--- config.mk ---
export PLATFORM = sky130hd
export DESIGN_NAME = memoria_historico
export DESIGN_NICKNAME = d
export VERILOG_FILES = /design/src/rtl/memoria_pkg.sv /design/src/rtl/memoria_historico_acumulador.sv /design/src/rtl/memoria_historico.sv
export SDC_FILE = /design/constraint.sdc
export NUM_CORES = 1
export LEC_CHECK = 0
export ABC_AREA = 1
export CELL_PAD_IN_SITES_DETAIL_PLACEMENT = 0
export CELL_PAD_IN_SITES_GLOBAL_PLACEMENT = 1
export CORE_ASPECT_RATIO = 2
export CORE_MARGIN = 2
export CORE_UTILIZATION = 43
export DETAILED_ROUTE_END_ITERATION = 10
export HOLD_SLACK_MARGIN = 0.15
export PLACE_DENSITY = 0.95
export SLEW_MARGIN = 0
export SYNTH_ARGS = -nofsm -noshare
export SYNTH_HDL_FRONTEND = slang
export SYNTH_SLANG_ARGS = --single-unit
--- constraint.sdc ---
create_clock -name clk -period 3.9 [get_ports clk]
set_input_delay 0.39 -clock clk [delete_from_list [all_inputs] [get_ports clk]]
set_output_delay 0.39 -clock clk [all_outputs]
set_load 0.03 [all_outputs]
--- src/rtl/memoria_pkg.sv ---
// memoria_pkg: shared constants and helpers for the result history memory
package memoria_pkg;
  localparam int DEF_WIDTH = 8;
  localparam int DEF_DEPTH = 4;
  function automatic int clog2(input int n);
    int r = 0;
    while ((1 << r) < n) r++;
    return r;
  endfunction
endpackage

--- src/rtl/memoria_historico_acumulador.sv ---
// acumulador_sinalizado: signed add/sub accumulator with sticky two's-complement overflow
module acumulador_sinalizado #(
  parameter int WIDTH = 8
) (
  input  logic             clk,
  input  logic             rst,
  input  logic             clr,
  input  logic             en,
  input  logic             sub,
  input  logic [WIDTH-1:0] operando,
  output logic [WIDTH-1:0] acc,
  output logic             overflow
);
  logic [WIDTH-1:0] res;
  logic             ovf;
  always_comb begin
    res = sub ? acc - operando : acc + operando;
    ovf = (res[WIDTH-1] != acc[WIDTH-1]) &&
          (sub ? (acc[WIDTH-1] != operando[WIDTH-1]) : (acc[WIDTH-1] == operando[WIDTH-1]));
  end
  always_ff @(posedge clk) begin
    if (rst || clr) begin
      acc      <= '0;
      overflow <= 1'b0;
    end else if (en) begin
      acc      <= res;
      overflow <= overflow | ovf;
    end
  end
endmodule

--- src/rtl/memoria_historico.sv ---
// memoria_historico: circular history of ALU results with indexed recall and M+/M- accumulator
module memoria_historico
  import memoria_pkg::*;
#(
  parameter int WIDTH = DEF_WIDTH,
  parameter int DEPTH = DEF_DEPTH,
  localparam int IDX_W = clog2(DEPTH),
  localparam int CNT_W = clog2(DEPTH + 1)
) (
  input  logic             clk,
  input  logic             rst,
  input  logic [WIDTH-1:0] resultado_entrada,
  input  logic             carregar,
  input  logic             acumular,
  input  logic             subtrair,
  input  logic             limpar,
  input  logic             recuperar,
  input  logic [IDX_W-1:0] indice,
  output logic [WIDTH-1:0] memoria_saida,
  output logic [WIDTH-1:0] valor_recuperado,
  output logic             recuperado_valido,
  output logic             erro_indice,
  output logic [CNT_W-1:0] contagem,
  output logic             vazio,
  output logic             cheio,
  output logic [WIDTH-1:0] acumulador,
  output logic             overflow
);
  logic [WIDTH-1:0] mem [DEPTH];
  logic [IDX_W-1:0] wp, ult, rd_ptr;
  logic             idx_ok;
  always_comb begin
    ult           = wp - 1'b1;
    rd_ptr        = ult - indice;
    idx_ok        = CNT_W'(indice) < contagem;
    vazio         = contagem == '0;
    cheio         = contagem == CNT_W'(DEPTH);
    memoria_saida = vazio ? '0 : mem[ult];
  end
  // recall reads pre-store contents, so a same-edge store does not disturb it
  always_ff @(posedge clk) begin
    if (rst || limpar) begin
      for (int i = 0; i < DEPTH; i++) mem[i] <= '0;
      wp                <= '0;
      contagem          <= '0;
      valor_recuperado  <= '0;
      recuperado_valido <= 1'b0;
      erro_indice       <= 1'b0;
    end else begin
      recuperado_valido <= recuperar;
      erro_indice       <= recuperar && !idx_ok;
      if (recuperar) valor_recuperado <= idx_ok ? mem[rd_ptr] : '0;
      if (carregar) begin
        mem[wp] <= resultado_entrada;
        wp      <= wp + 1'b1;
        if (!cheio) contagem <= contagem + 1'b1;
      end
    end
  end
  acumulador_sinalizado #(.WIDTH(WIDTH)) u_acc (
    .clk      (clk),
    .rst      (rst),
    .clr      (limpar),
    .en       (carregar && acumular),
    .sub      (subtrair),
    .operando (resultado_entrada),
    .acc      (acumulador),
    .overflow (overflow)
  );
endmodule

==> out/results.ini <==
[clock_tree]
clock_sinks = 56
clkLatencyLatePin_ns = 0.30
cts_resized = 0
post_cts_buffers = 0
clockBufferDepth = 2
cts_root_buffer = clkbuf_16
cts_tree = done
h-tree-depth = 2
clk_pin_slew_worst_paths_ns = 0.07
numCtsBuffers = 5
ctsHoldBuffers = 0

[critical_path]
r2r_cells = 4
start_kind = register
cp-startpoint = wp[1]
path_max_fanout = 11
r2r-start = wp[0]
critPathRequiredTime_ns = 3.51
worstPathArrival_ns = 2.53
worstSetupPathType = reg2out
cp-end-kind = output pin

[status]
status = complete, no violations

[floorplanning]
rows = 44
coreArea_um2 = 7160
die-area_um2 = 8060
ios = 49
die_w_um = 64.5
fp.dieH_um = 125
initial_core_util_pct = 44.0

[sta]
fin_crit_ns = 2.92
tightestPinTransition_ns = 1.14
min_period_over_period_pct = 74.9
fin_setup_tns_ns = 0
relSlewSlack_pct = 22.9
fmax_mhz = 342
skew_ns = 0.00336
finalWorstSetupSlack_ns = 0.980
hold_viol = 0
rsz0062_at_grt = no
maxSlewViolCount = 0
finalSetupViolCount = 0

[placement]
hpwl_um = 5460
pre_cts_ws_ns = 1.04
placed_area_um2 = 3710
gp_congestion = 0.801
port_buffers = 48

[drt]
route.detailed.drc = 0
via_count = 2581
viasPerCell = 4.87
drtPass1Iterations = 4
routed_wl_um = 6800
wl_per_cell_um = 12.8
antenna_left = 0
drt_iter0_markers = 82

[synth]
synth_edf_count = 32
synth_seq_cells = 56
syn-num-nets = 419
avgSynthCellArea_um2 = 8.09
ys_seq_area_share_pct = 45.8
syn_area_um2 = 3150
async_flop_share_pct = 0
yosys_warnings = 0
syn_inst = 389
synth_ff_type = edfxtp_1
ys_types = 31

[finish]
nets = 467
layout_common_cells = 89 x nand2_1, 50 x inv_1, 49 x nor2_1, 48 x clkdlybuf4s50_1, 32 x edfxtp_1
layout_commonest_cell = nand2_1
diodes = 0
final_util_pct = 53.9
drive_gt1_share_pct = 6.39
syn2layout_area_growth_pct = 22.7
design_area_um2 = 3860

[worst_hold_path]
hold_path_class = reg2reg
min_path_cells = 2
hp-start = valor_recuperado[1]

[power]
p_leak_uw = 0.00162
cellPowerDensity_nw_per_um2 = 356
ir_drop_v = 0.000389

[global_routing]
grt_pass1_wl_um = 11800
grt_max_degree = 21
grt_pass1_vias = 2521
grt_usage_pct = 18.5
grt.overflow.total = 0
antenna_found_initial = 0

[job]
cap_violations = 0

-- final cells by class --
class / instances / area [um2]
repair buffers: 50 / 495
flip-flops and latches: 56 / 1440
clock inverters: 3 / 26.3
well taps: 92 / 115
fillers: 703 / 3300
clock buffers: 5 / 125
inverters: 56 / 213
multi-input cells: 268 / 1440
-- cell usage after synthesis (5+ instances only) --
cell	instances	area [um2]
ha_1	12	150
edfxtp_1	32	961
nand2_1	89	334
dfxtp_1	24	480
xor2_1	8	70.1
o21ai_0	14	70.1
o211ai_1	15	113
clkbuf_1	7	26.3
or2_2	9	56.3
inv_1	50	188
a22oi_1	5	37.5
nor2_1	49	184
a21oi_1	24	120
nand3_1	20	100
-- metal layers --
layer	routed length [um]	part of all wire, %	GRT usage, %
met1	2830	42	22.5
met2	3580	53	32.1
met3	235	3.5	3.15
met4	144	2.1	6.88
met5	0	0	0
-- power by group --
group	leakage [uW]	switching [uW]	total (uW)	internal, uW
sequential	0.000551	18.4	668	650
combinational	0.000992	146	236	90.7
clock	0.0000752	223	469	246
total	0.00162	387	1370	986
-- sequential cells by signal (all words and copies together) (netlist names) --
signal	cells
contagem	3
erro_indice	1
mem	32
recuperado_valido	1
u_acc.acc	8
u_acc.overflow	1
valor_recuperado	8
wp	2
-- worst max-delay path: stages, from the launching register on --
cell and delay (ns):
dfxtp_1 0.45, inv_2 0.26, nor2_4 0.11, nor2_4 0.23, inv_4 0.08, or2_1 0.23
a21oi_1 0.16, clkdlybuf4s50_1 0.69
-- worst paths after layout --
path                               to  slack, ns
setup / recovery     memoria_saida[7]       0.98
hold / removal    valor_recuperado[1]       0.46
setup reg to reg            mem[1][1]       1.73
hold reg to reg   valor_recuperado[1]       0.46
-- stage by stage --
stage                     power, uW  cells  hold WS (ns)
final                          1370    530         0.465
after floorplan                 843    389         0.511
after global placement          916    522         0.453
after detailed placement        919    522         0.455
after global routing           1450    530         0.491
after CTS                      1390    530         0.466
-- cells by family (layout without fill, tap and decap cells) --
family,after synthesis,count (layout),synth area share [%]
flip-flops,56,56,45.8
AND/OR/NAND/NOR,173,173,23.4
adder cells (fa/ha/maj),13,13,5.41
XOR/XNOR,10,10,3.38
buffers and inverters,65,114,8.31
AO/OA/AOI/OAI,72,72,13.7
(Power assumes the default switching activity.)
